$ cat config.mk
export PLATFORM = sky130hd
export DESIGN_NAME = image_read_ctrl
export DESIGN_NICKNAME = d
export VERILOG_FILES = /design/src/rtl/image_read_ctrl.sv
export SDC_FILE = /design/constraint.sdc
export NUM_CORES = 1
export LEC_CHECK = 0
export CAP_MARGIN = 20
export CORE_MARGIN = 3
export CORE_UTILIZATION = 39
export DETAILED_ROUTE_END_ITERATION = 12
export HOLD_SLACK_MARGIN = 0.05
export MAX_ROUTING_LAYER = met4
export PLACE_DENSITY = 0.71
export SYNTH_ARGS = -nofsm -noshare
export SYNTH_HDL_FRONTEND = slang
export SYNTH_SLANG_ARGS = --single-unit
$ cat constraint.sdc
create_clock -name clk -period 2.8 [get_ports clk]
set_input_delay 0.28 -clock clk [delete_from_list [all_inputs] [get_ports clk]]
set_output_delay 0.28 -clock clk [all_outputs]
set_load 0.01 [all_outputs]
$ cat src/rtl/image_read_ctrl.sv
// image_read_ctrl: takes one layer-segment descriptor, writes the four image_read cfg words once, then
// launches image_read (cmd_repeat+1) times. Define IMAGE_READ_CTRL_TIMEOUT_EN to enable the BUSY watchdog.
module image_read_ctrl #(
    parameter int unsigned CFG_DWIDTH     = 32,
    parameter int unsigned CFG_AWIDTH     = 5,
    parameter int unsigned GAP_CYCLES     = 4,
    parameter int unsigned TIMEOUT_CYCLES = 65536,
    parameter logic [CFG_AWIDTH-1:0] CFG_IR_IMG_W  = CFG_AWIDTH'(1),
    parameter logic [CFG_AWIDTH-1:0] CFG_IR_IMG_DH = CFG_AWIDTH'(2),
    parameter logic [CFG_AWIDTH-1:0] CFG_IR_PAD    = CFG_AWIDTH'(3),
    parameter logic [CFG_AWIDTH-1:0] CFG_IR_CONV   = CFG_AWIDTH'(4)
) (
    input  logic                  clk,
    input  logic                  rst,
    input  logic [31:0]           cmd_img_w,
    input  logic [31:0]           cmd_img_dh,
    input  logic [31:0]           cmd_pad,
    input  logic [31:0]           cmd_conv,
    input  logic [15:0]           cmd_repeat,
    input  logic                  cmd_val,
    output logic                  cmd_rdy,
    output logic [CFG_DWIDTH-1:0] cfg_data,
    output logic [CFG_AWIDTH-1:0] cfg_addr,
    output logic                  cfg_valid,
    output logic                  next,
    input  logic                  image_last,
    output logic                  busy,
    output logic                  done,
    output logic [15:0]           run_cnt,
    output logic                  err
);

    localparam logic [2:0] S_IDLE   = 3'd0;
    localparam logic [2:0] S_LOAD   = 3'd1;
    localparam logic [2:0] S_SETTLE = 3'd2;
    localparam logic [2:0] S_KICK   = 3'd3;
    localparam logic [2:0] S_BUSY   = 3'd4;
    localparam logic [2:0] S_GAP    = 3'd5;
    localparam logic [2:0] S_DONE   = 3'd6;

    localparam int unsigned GW = (GAP_CYCLES > 1) ? $clog2(GAP_CYCLES) : 1;
    localparam logic [GW-1:0] GAP_LAST = GW'(GAP_CYCLES - 1);

    if (CFG_DWIDTH != 32) begin : g_bad_dwidth
        $error("image_read_ctrl: CFG_DWIDTH must be 32");
    end
    if (GAP_CYCLES < 1) begin : g_bad_gap
        $error("image_read_ctrl: GAP_CYCLES must be >= 1");
    end
    if (TIMEOUT_CYCLES < 1) begin : g_bad_timeout
        $error("image_read_ctrl: TIMEOUT_CYCLES must be >= 1");
    end

    logic [2:0]            state_q, state_d;
    logic [31:0]           img_w_q, img_w_d;
    logic [31:0]           img_dh_q, img_dh_d;
    logic [31:0]           pad_q, pad_d;
    logic [31:0]           conv_q, conv_d;
    logic [15:0]           repeat_q, repeat_d;
    logic [1:0]            load_idx_q, load_idx_d;
    logic [GW-1:0]         gap_cnt_q, gap_cnt_d;
    logic [16:0]           pass_cnt_q, pass_cnt_d;
    logic                  cmd_rdy_q, cmd_rdy_d;
    logic                  cfg_valid_q, cfg_valid_d;
    logic [CFG_AWIDTH-1:0] cfg_addr_q, cfg_addr_d;
    logic [CFG_DWIDTH-1:0] cfg_data_q, cfg_data_d;
    logic                  next_q, next_d;
    logic                  busy_q, busy_d;
    logic                  done_q, done_d;
`ifdef IMAGE_READ_CTRL_TIMEOUT_EN
    logic [31:0]           to_cnt_q, to_cnt_d;
    logic                  err_q, err_d;
`endif

    // 17-bit pass count so cmd_repeat=0xFFFF (65536 passes) terminates even though run_cnt wraps.
    logic [16:0] pass_inc;
    logic        pass_last;
    assign pass_inc  = pass_cnt_q + 17'd1;
    assign pass_last = (pass_inc == ({1'b0, repeat_q} + 17'd1));

    always_comb begin
        state_d     = state_q;
        img_w_d     = img_w_q;
        img_dh_d    = img_dh_q;
        pad_d       = pad_q;
        conv_d      = conv_q;
        repeat_d    = repeat_q;
        load_idx_d  = load_idx_q;
        gap_cnt_d   = gap_cnt_q;
        pass_cnt_d  = pass_cnt_q;
        cmd_rdy_d   = 1'b0;
        cfg_valid_d = 1'b0;
        cfg_addr_d  = '0;
        cfg_data_d  = '0;
        next_d      = 1'b0;
        busy_d      = busy_q;
        done_d      = 1'b0;
`ifdef IMAGE_READ_CTRL_TIMEOUT_EN
        to_cnt_d    = to_cnt_q;
        err_d       = err_q;
`endif
        case (state_q)
            S_IDLE: begin
                cmd_rdy_d = 1'b1;
                if (cmd_val && cmd_rdy_q) begin
                    img_w_d     = cmd_img_w;
                    img_dh_d    = cmd_img_dh;
                    pad_d       = cmd_pad;
                    conv_d      = cmd_conv;
                    repeat_d    = cmd_repeat;
                    pass_cnt_d  = '0;
                    load_idx_d  = '0;
                    busy_d      = 1'b1;
                    cmd_rdy_d   = 1'b0;
                    // First cfg word goes out straight from the command bus.
                    cfg_valid_d = 1'b1;
                    cfg_addr_d  = CFG_IR_IMG_W;
                    cfg_data_d  = CFG_DWIDTH'(cmd_img_w);
                    state_d     = S_LOAD;
`ifdef IMAGE_READ_CTRL_TIMEOUT_EN
                    err_d       = 1'b0;
`endif
                end
            end
            S_LOAD: begin
                load_idx_d = load_idx_q + 2'd1;
                case (load_idx_q)
                    2'd0: begin
                        cfg_valid_d = 1'b1;
                        cfg_addr_d  = CFG_IR_IMG_DH;
                        cfg_data_d  = CFG_DWIDTH'(img_dh_q);
                    end
                    2'd1: begin
                        cfg_valid_d = 1'b1;
                        cfg_addr_d  = CFG_IR_PAD;
                        cfg_data_d  = CFG_DWIDTH'(pad_q);
                    end
                    2'd2: begin
                        cfg_valid_d = 1'b1;
                        cfg_addr_d  = CFG_IR_CONV;
                        cfg_data_d  = CFG_DWIDTH'(conv_q);
                    end
                    default: state_d = S_SETTLE;
                endcase
            end
            S_SETTLE: begin
                next_d  = 1'b1;
                state_d = S_KICK;
            end
            S_KICK: begin
                state_d = S_BUSY;
`ifdef IMAGE_READ_CTRL_TIMEOUT_EN
                to_cnt_d = '0;
`endif
            end
            S_BUSY: begin
                if (image_last) begin
                    pass_cnt_d = pass_inc;
                    if (pass_last) begin
                        done_d  = 1'b1;
                        state_d = S_DONE;
                    end else begin
                        gap_cnt_d = '0;
                        state_d   = S_GAP;
                    end
                end
`ifdef IMAGE_READ_CTRL_TIMEOUT_EN
                else begin
                    to_cnt_d = to_cnt_q + 32'd1;
                    if (to_cnt_d == 32'(TIMEOUT_CYCLES)) begin
                        err_d     = 1'b1;
                        busy_d    = 1'b0;
                        cmd_rdy_d = 1'b1;
                        state_d   = S_IDLE;
                    end
                end
`endif
            end
            S_GAP: begin
                // Relaunch reuses the cfg already held by image_read.
                if (gap_cnt_q == GAP_LAST) begin
                    next_d  = 1'b1;
                    state_d = S_KICK;
                end else begin
                    gap_cnt_d = gap_cnt_q + GW'(1);
                end
            end
            S_DONE: begin
                busy_d    = 1'b0;
                cmd_rdy_d = 1'b1;
                state_d   = S_IDLE;
            end
            default: begin
                busy_d  = 1'b0;
                state_d = S_IDLE;
            end
        endcase
    end

    always_ff @(posedge clk) begin
        if (rst) begin
            state_q     <= S_IDLE;
            img_w_q     <= '0;
            img_dh_q    <= '0;
            pad_q       <= '0;
            conv_q      <= '0;
            repeat_q    <= '0;
            load_idx_q  <= '0;
            gap_cnt_q   <= '0;
            pass_cnt_q  <= '0;
            cmd_rdy_q   <= 1'b0;
            cfg_valid_q <= 1'b0;
            cfg_addr_q  <= '0;
            cfg_data_q  <= '0;
            next_q      <= 1'b0;
            busy_q      <= 1'b0;
            done_q      <= 1'b0;
`ifdef IMAGE_READ_CTRL_TIMEOUT_EN
            to_cnt_q    <= '0;
            err_q       <= 1'b0;
`endif
        end else begin
            state_q     <= state_d;
            img_w_q     <= img_w_d;
            img_dh_q    <= img_dh_d;
            pad_q       <= pad_d;
            conv_q      <= conv_d;
            repeat_q    <= repeat_d;
            load_idx_q  <= load_idx_d;
            gap_cnt_q   <= gap_cnt_d;
            pass_cnt_q  <= pass_cnt_d;
            cmd_rdy_q   <= cmd_rdy_d;
            cfg_valid_q <= cfg_valid_d;
            cfg_addr_q  <= cfg_addr_d;
            cfg_data_q  <= cfg_data_d;
            next_q      <= next_d;
            busy_q      <= busy_d;
            done_q      <= done_d;
`ifdef IMAGE_READ_CTRL_TIMEOUT_EN
            to_cnt_q    <= to_cnt_d;
            err_q       <= err_d;
`endif
        end
    end

    assign cmd_rdy   = cmd_rdy_q;
    assign cfg_valid = cfg_valid_q;
    assign cfg_addr  = cfg_addr_q;
    assign cfg_data  = cfg_data_q;
    assign next      = next_q;
    assign busy      = busy_q;
    assign done      = done_q;
    assign run_cnt   = pass_cnt_q[15:0];
`ifdef IMAGE_READ_CTRL_TIMEOUT_EN
    assign err       = err_q;
`else
    assign err       = 1'b0;
`endif

endmodule

==> metrics.yaml, run 1 <==
status: "completed"
clkTransAtPathRegs_ps: 70
cp_max_fo: 6
synth.cell_area_mm2: 0.00758
cp-end-kind: "register"
crit_slowest_cell: "dfxtp_1"
cts_buffer_depth: 2
core-area_mm2: 0.0189
synth_cell_types: 50
firstDrtPassIters: 8
postCtsSetupBuffers: 0
wl_per_cell_um: 16.0
clock_sinks: 176
ys_warn_count: 0
tritoncts: "done"
portBuffers: 203
rows: 50
finalSetupViolCount: 0
power_density_mw_per_mm2: 602
start_util: 0.401
utilization: 0.551
period_needed_ps: 2510
seq_area_frac_synth: 0.465
drcViolationCount: 0
layout.nets: 1271
drt_iter0_markers: 566
clock-root-buffer: "clkbuf_16"
grt_max_degree: 99
wirelength_mm: 22.2
period_share: 0.897
hpwl_mm: 15.3
dieArea_mm2: 0.0211
slowest_delay_ps: 410
arrival_ps: 2840
worstPathCellList: "ha_1, nand3_2, nor4_1, buf_4, xor2_1, nand4_1, o22ai_2, nand3b_1, o21a_1"
synthDominantAreaCellType: "dfxtp_1"
synth_edf_count: 0
viasPerCell: 5.20
cp-start-kind: "register"
clock_latency_ps: 430
finalHoldViolations: 0
tns_ps: 0
max_slew.worst_pin.slew_ps: 958
yosys-top-cells-area: "dfxtp_1 47%, nand2_1 14%, a21oi_1 8.9%"
hold_path.class: "in -> reg"
power_mw: 6.27
ctsHtreeMaxLevel: 4
pin_count: 207
cts_buffers: 17
fmax_mhz: 398
critPathKind: "reg -> reg"
netlist.area_leader.share: 0.465
syn_inst: 955
ctsHoldBuffers: 0
r2r_setup_slack_ps: 290
grt.total_usage: 0.213
grt_pass1_vias: 6791
yosys.cell_count.top_type: "nand2_1"
avgSynthCellArea_um2: 7.93
cts_resized: 0
p_leak_nw: 3.59
drv_slew: 0
gp_congestion: 0.889
maxSlewHeadroom: 0.361
grt_pass1_wl_mm: 35.8
rsz0062_at_grt: "no"
critPathRequiredTime_ps: 3120
areaGrowthSynthToFinish_pct: 37.5
die_height_um: 145
ys_ff_latch: 176
ys.flop_type: "dfxtp_1"
vias: 7215
max_cap_violations: 0
final_layout_size_suffix_gt1_frac: 0.0621
die_x_um: 145
synthTopCellsByCount: "285 x nand2_1, 176 x dfxtp_1, 134 x a21oi_1"
vdd_drop_max_mv: 0.376
grt_overflow_total: 0
route.antenna.remaining_nets: 0
antenna_found_initial: 1
finClkSkew_ps: 8.82
synthArstFlopShare: 0
final timing paths:
kind	start	depth (start not counted)	to
hold reg to reg	conv_q[29]$_SDFFE_PP0P_	2	conv_q[29]$_SDFFE_PP0P_
setup / recovery	pass_cnt_q[1]$_SDFFE_PP0P_	9	state_q[0]$_SDFFE_PP0P_
setup reg to reg	pass_cnt_q[1]$_SDFFE_PP0P_	9	state_q[0]$_SDFFE_PP0P_
hold / removal	rst	2	load_idx_q[0]$_SDFFE_PP0P_
stage by stage:
stage,cell area [um2],worst slack [ps],std cells,hold slack [ps]
after floorplan,7580,386,957,389
after global placement,9760,286,1354,442
after detailed placement,9780,121,1355,446
after CTS,10400,116,1387,304
after global routing,10400,39.5,1388,336
final,10400,287,1388,323
critical path, delay by kind of cell (launching register included):
family	cells	cell delay [ps]
xor gates and xnor gates	1	240
DFF	1	410
buffers and inverters	1	170
and+or+nand+nor	4	830
adders and majority gates	1	290
AOI/OAI and AO/OA	2	460
power by group:
group	leakage, nW	internal, mW	switching (mW)
sequential	1.43	2.67	0.105
clock	0.302	1.29	1.14
combinational	1.86	0.499	0.567
cell usage in the layout, fill, tap and decap left out, types with 17 or more instances in the layout:
cell,synthesis,routed
clkbuf_16,0,17
a222oi_1,32,32
dfxtp_1,176,176
clkdlybuf4s50_1,0,202
nor2_1,32,32
buf_4,19,21
nand2_1,285,284
o21ai_0,46,46
nand3_1,20,19
a21oi_1,134,134
xnor2_1,36,36
flip-flops by register name (all words and copies together), names as in the netlist:
name	count
busy	1
conv_q	32
next	1
cmd_rdy	1
state_q	3
load_idx_q	2
cfg_data	32
img_dh_q	32
cfg_valid	1
done	1
gap_cnt_q	2
pass_cnt_q	17
pad_q	32
cfg_addr	3
repeat_q	16
logic make-up after synthesis:
kind of cell | Yosys count | share of synthesized area
AOI/OAI and AO/OA | 234 | 0.183
xor gates and xnor gates | 43 | 0.0497
adders and majority gates | 9 | 0.0149
buffers and inverters | 94 | 0.0562
DFF | 176 | 0.465
muxes | 3 | 0.00413
other | 1 | 0.000495
and+or+nand+nor | 395 | 0.227
layer usage:
metal / wire length, um / vias to the layer above / GRT usage / part of all wire
met5: 0 / - / - / 0
met4: 418 / 0 / 0.0627 / 0.019
met3: 1500 / 27 / 0.0514 / 0.068
met2: 10300 / 268 / 0.336 / 0.46
met1: 9960 / 3343 / 0.273 / 0.45
li1: - / 3577 / - / -
final cells by class:
cell class                 count  area (um2)
fill                        1844        8480
multi-input combinational    687        3660
sequential                   176        3520
timing repair buffer         227        2270
clock buffer                  17         425
tap                          260         325
clock inverter                15         194
inverter                       5        18.8
antenna                        1        2.50
Power figures use the tool's default switching activity.
==> inputs of run 2 (changes only) <==
CORE_MARGIN = 2   (was 3)
PLACE_DENSITY = default   (was 0.71)
PLACE_DENSITY_LB_ADDON = 0.1   (was default)
==> metrics.yaml, run 2 (synthesis results as in run 1) <==
clkTransAtPathRegs_ps: 70
max_cap_violations: 0
hold_path.class: "in -> reg"
utilization: 0.546
grt_max_degree: 145
tritoncts: "done"
drcViolationCount: 0
core-area_mm2: 0.0189
die_x_um: 143
clock-root-buffer: "clkbuf_16"
rows: 50
postCtsSetupBuffers: 0
period_needed_ps: 2650
route.antenna.remaining_nets: 0
p_seq_frac: 0.444
p_int_mw: 4.51
critPathRequiredTime_ps: 3120
fmax_mhz: 377
areaGrowthSynthToFinish_pct: 36.1
fin_area_mm2: 0.0103
finalSetupViolCount: 0
tns_ps: 0
post-place-ws_ps: 160
rsz0062_at_grt: "no"
final_layout_size_suffix_gt1_frac: 0.0544
status: "completed"
wl_per_cell_um: 16.0
viasPerCell: 5.08
start_util: 0.401
vdd_drop_max_mv: 0.422
multi_input_area_mm2: 0.00365
register_area_mm2: 0.00352
power_mw: 6.24
die_height_um: 143
layout.nets: 1265
most-common-layout-cells: "284 x nand2_1, 202 x clkdlybuf4s50_1, 176 x dfxtp_1, 134 x a21oi_1, 46 x o21ai_0"
fill_cells: 1866
cp-end-kind: "register"
finalHoldViolations: 0
clock_latency_ps: 430
cp-start-kind: "register"
final_common_cell: "nand2_1"
swShare: 0.277
gp_congestion: 0.889
cp_max_fo: 6
grt_pass1_vias: 6531
placed_area_mm2: 0.00972
maxSlewHeadroom: 0.440
switchingPower_mw: 1.73
grt_overflow_total: 0
period_share: 0.947
whs_ps: 213
cts_resized: 0
vias: 7024
crit_slowest_cell: "nor4_1"
slowest_delay_ps: 460
dieArea_mm2: 0.0206
drv_slew: 0
final_cells: 1383
portBuffers: 203
p_leak_nw: 3.53
critPathKind: "reg -> reg"
worstPathCellList: "ha_1, nand3_1, nor4_1, xor2_1, nand4_1, o22ai_1, nand3b_1, o21a_1"
dpl.cell_count: 1349
arrival_ps: 2970
firstDrtPassIters: 6
p_clk_frac: 0.386
antenna_found_initial: 2
wirelength_mm: 22.2
hpwl_mm: 14.8
power_density_mw_per_mm2: 605
cts_buffers: 17
ctsHoldBuffers: 0
ctsHtreeMaxLevel: 4
grt.total_usage: 0.218
setup_ws_ps: 148
pin_count: 207
combPwrFrac: 0.170
finClkSkew_ps: 13.3
cts_buffer_depth: 2
max_slew.worst_pin.slew_ps: 837
drt_iter0_markers: 470
clock_sinks: 176
grt_pass1_wl_mm: 34.4
[run 2: changes by cell type in the layout (fill, tap and decap cells not counted), sizes merged]
cell and delta:
diode +1, clkinvlp +3, clkbuf +2, clkinv -5, buf -6, inv -1, bufinv +1
[run 2: layout make-up]
cell class / instances / area share
multi-input cells: 687 / 0.354
flip-flops and latches: 176 / 0.342
repair buffers: 221 / 0.214
clock buffers: 19 / 0.0429
well taps: 260 / 0.0315
clock inverters: 13 / 0.0143
inverters: 5 / 0.00182
diodes: 2 / 0.000485
[run 2: worst max-delay path, delay by kind of cell (launching register included)]
kind                     cells  cell delay, ps
adder cells (fa/ha/maj)      1             280
XOR/XNOR                     1             270
AND/OR/NAND/NOR              4             990
AO/OA/AOI/OAI                2             590
flip-flops                   1             410
[run 2: path summary, 6_finish.rpt]
kind | startpoint | endpoint | slack [ps] | cells after the start
worst min-delay path | rst | cfg_addr[0]$_SDFF_PP0_ | 210 | 3
worst max register to register | pass_cnt_q[1]$_SDFFE_PP0P_ | state_q[0]$_SDFFE_PP0P_ | 150 | 8
worst max-delay path | pass_cnt_q[1]$_SDFFE_PP0P_ | state_q[0]$_SDFFE_PP0P_ | 150 | 8
worst min register to register | conv_q[27]$_SDFFE_PP0P_ | conv_q[27]$_SDFFE_PP0P_ | 450 | 2
[run 2: power by group through the flow]
stage	combinational, mW	clock (mW)	sequential [mW]
after global routing	1.17	2.55	2.78
after floorplan	0.571	0	2.82
final	1.06	2.41	2.77
after global placement	1.07	0	2.82
after detailed placement	1.07	0	2.82
after CTS	1.07	2.46	2.77
[run 2: routing by layer]
| metal | global-route usage | up-vias | part of all wire |
|---|---|---|---|
| met2 | 0.344 | 205 | 0.46 |
| li1 | - | 3562 | - |
| met5 | - | - | 0 |
| met4 | 0.0660 | 0 | 0.012 |
| met1 | 0.275 | 3239 | 0.46 |
| met3 | 0.0576 | 18 | 0.069 |
==> inputs of run 3 (changes only) <==
PLACE_DENSITY = 0.74   (was default)
PLACE_DENSITY_LB_ADDON = default   (was 0.1)
==> metrics.yaml, run 3 (synthesis results as in run 1) <==
grt_overflow_total: 0
critPathKind: "reg -> reg"
finClkSkew_ps: 12.8
p_clk_frac: 0.389
ctsHtreeMaxLevel: 4
die_height_um: 143
maxSlewHeadroom: 0.292
route.antenna.remaining_nets: 0
finalHoldViolations: 0
portBuffers: 203
hpwl_mm: 15.4
whs_ps: 190
arrival_ps: 2920
p_int_mw: 4.51
hold_path.class: "in -> reg"
worstSetupStartpoint: "pass_cnt_q[1]$_SDFFE_PP0P_"
start_util: 0.401
slowest_delay_ps: 580
drt_iter0_markers: 671
tns_ps: 0
antenna_found_initial: 2
vias: 7104
r2r_start: "pass_cnt_q[1]$_SDFFE_PP0P_"
clock-root-buffer: "clkbuf_16"
swShare: 0.282
crit_end: "done$_SDFF_PP0_"
grt_pass1_vias: 6777
p_seq_frac: 0.441
most-common-layout-cells: "284 x nand2_1, 202 x clkdlybuf4s50_1, 176 x dfxtp_1, 134 x a21oi_1, 46 x o21ai_0"
worstPathCellList: "ha_1, nand3_1, xnor2_1, xnor2_1, nor3_1, nand4_1, or4_4, nor4b_2"
rows: 50
max_slew.worst_pin.slew_ps: 1060
wirelength_mm: 22.3
rsz0062_at_grt: "no"
final_common_cell: "nand2_1"
status: "completed"
cts_buffers: 17
grt.total_usage: 0.220
drcViolationCount: 0
switchingPower_mw: 1.77
utilization: 0.548
r2r_end: "done$_SDFF_PP0_"
layout.nets: 1269
period_share: 0.918
cts_buffer_depth: 2
clock_sinks: 176
clock_latency_ps: 430
period_needed_ps: 2570
cp-start-kind: "register"
max_cap_violations: 0
critPathRequiredTime_ps: 3140
final_layout_size_suffix_gt1_frac: 0.0587
clkTransAtPathRegs_ps: 70
fmax_mhz: 389
firstDrtPassIters: 6
combPwrFrac: 0.170
worst_path_most_repeated_cell: "xnor2_1"
grt_max_degree: 84
power_density_mw_per_mm2: 607
r2r_setup_slack_ps: 230
finalSetupViolCount: 0
r2r_cells: 8
tritoncts: "done"
crit_slowest_cell: "or4_4"
pin_count: 207
areaGrowthSynthToFinish_pct: 36.6
cp-end-kind: "register"
viasPerCell: 5.11
drv_slew: 0
p_leak_nw: 3.55
core-area_mm2: 0.0189
gp_congestion: 0.890
cp_max_fo: 6
grt_pass1_wl_mm: 34.7
dieArea_mm2: 0.0206
wl_per_cell_um: 16.1
die_x_um: 143
vdd_drop_max_mv: 0.414
-- run 3: worst max-delay path, delay by kind of cell (launching register included) --
| family | cells | cell delay (ps) |
|---|---|---|
| flops | 1 | 410 |
| simple gates | 5 | 1440 |
| xor+xnor | 2 | 360 |
| fa+ha+maj | 1 | 280 |
-- run 3: final cells by class --
cell class | count | area (um2)
fillers | 1792 | 8540
multi-input cells | 687 | 3650
flip-flops and latches | 176 | 3520
repair buffers | 225 | 2220
clock buffers | 18 | 429
well taps | 260 | 325
clock inverters | 14 | 170
inverters | 5 | 18.8
diodes | 4 | 10.0
-- run 3: repair_timing --
item,4_1_cts,5_1_grt
gates resized for setup,0,1
setup endpoints to repair,0,2
setup buffers,0,0
hold buffers,0,0
-- run 3: per-stage QoR --
stage / area (um2) / power (mW) / std cells / setup slack, ps
global route: 10300 / 6.55 / 1387 / 13.1
finish: 10400 / 6.28 / 1389 / 228
detailed placement: 9740 / 3.89 / 1353 / 272
CTS: 10300 / 6.34 / 1385 / 248
floorplan: 7580 / 3.39 / 957 / 386
global placement: 9740 / 3.87 / 1353 / 323
-- run 3: worst min-delay path by stage --
stage                             from                       to  slack (ps)  cells after the start
6_report                           rst   cfg_addr[0]$_SDFF_PP0_         190                      3
3_3_place_gp    pad_q[27]$_SDFFE_PP0P_   pad_q[27]$_SDFFE_PP0P_         440                      2
5_1_grt                            rst   cfg_addr[0]$_SDFF_PP0_         180                      3
2_1_floorplan             cmd_img_w[0]   cfg_data[0]$_SDFF_PP0_         390                      2
4_1_cts                            rst   cfg_addr[0]$_SDFF_PP0_         170                      3
3_5_place_dp   conv_q[12]$_SDFFE_PP0P_  conv_q[12]$_SDFFE_PP0P_         450                      2
-- run 3: per-layer routing --
metal,vias up,GRT usage,wire length (um),share of wire
met5,-,-,0,0
met4,0,0.0759,469,0.021
met3,26,0.0500,1510,0.067
met2,255,0.344,10600,0.47
li1,3578,-,-,-
met1,3245,0.280,9790,0.44
-- run 3: power groups by stage --
stage	Combinational (mW)	Clock [mW]	Sequential, mW
CTS	1.07	2.50	2.77
floorplan	0.571	0	2.82
global placement	1.05	0	2.82
global route	1.18	2.59	2.79
finish	1.07	2.45	2.77
detailed placement	1.06	0	2.83
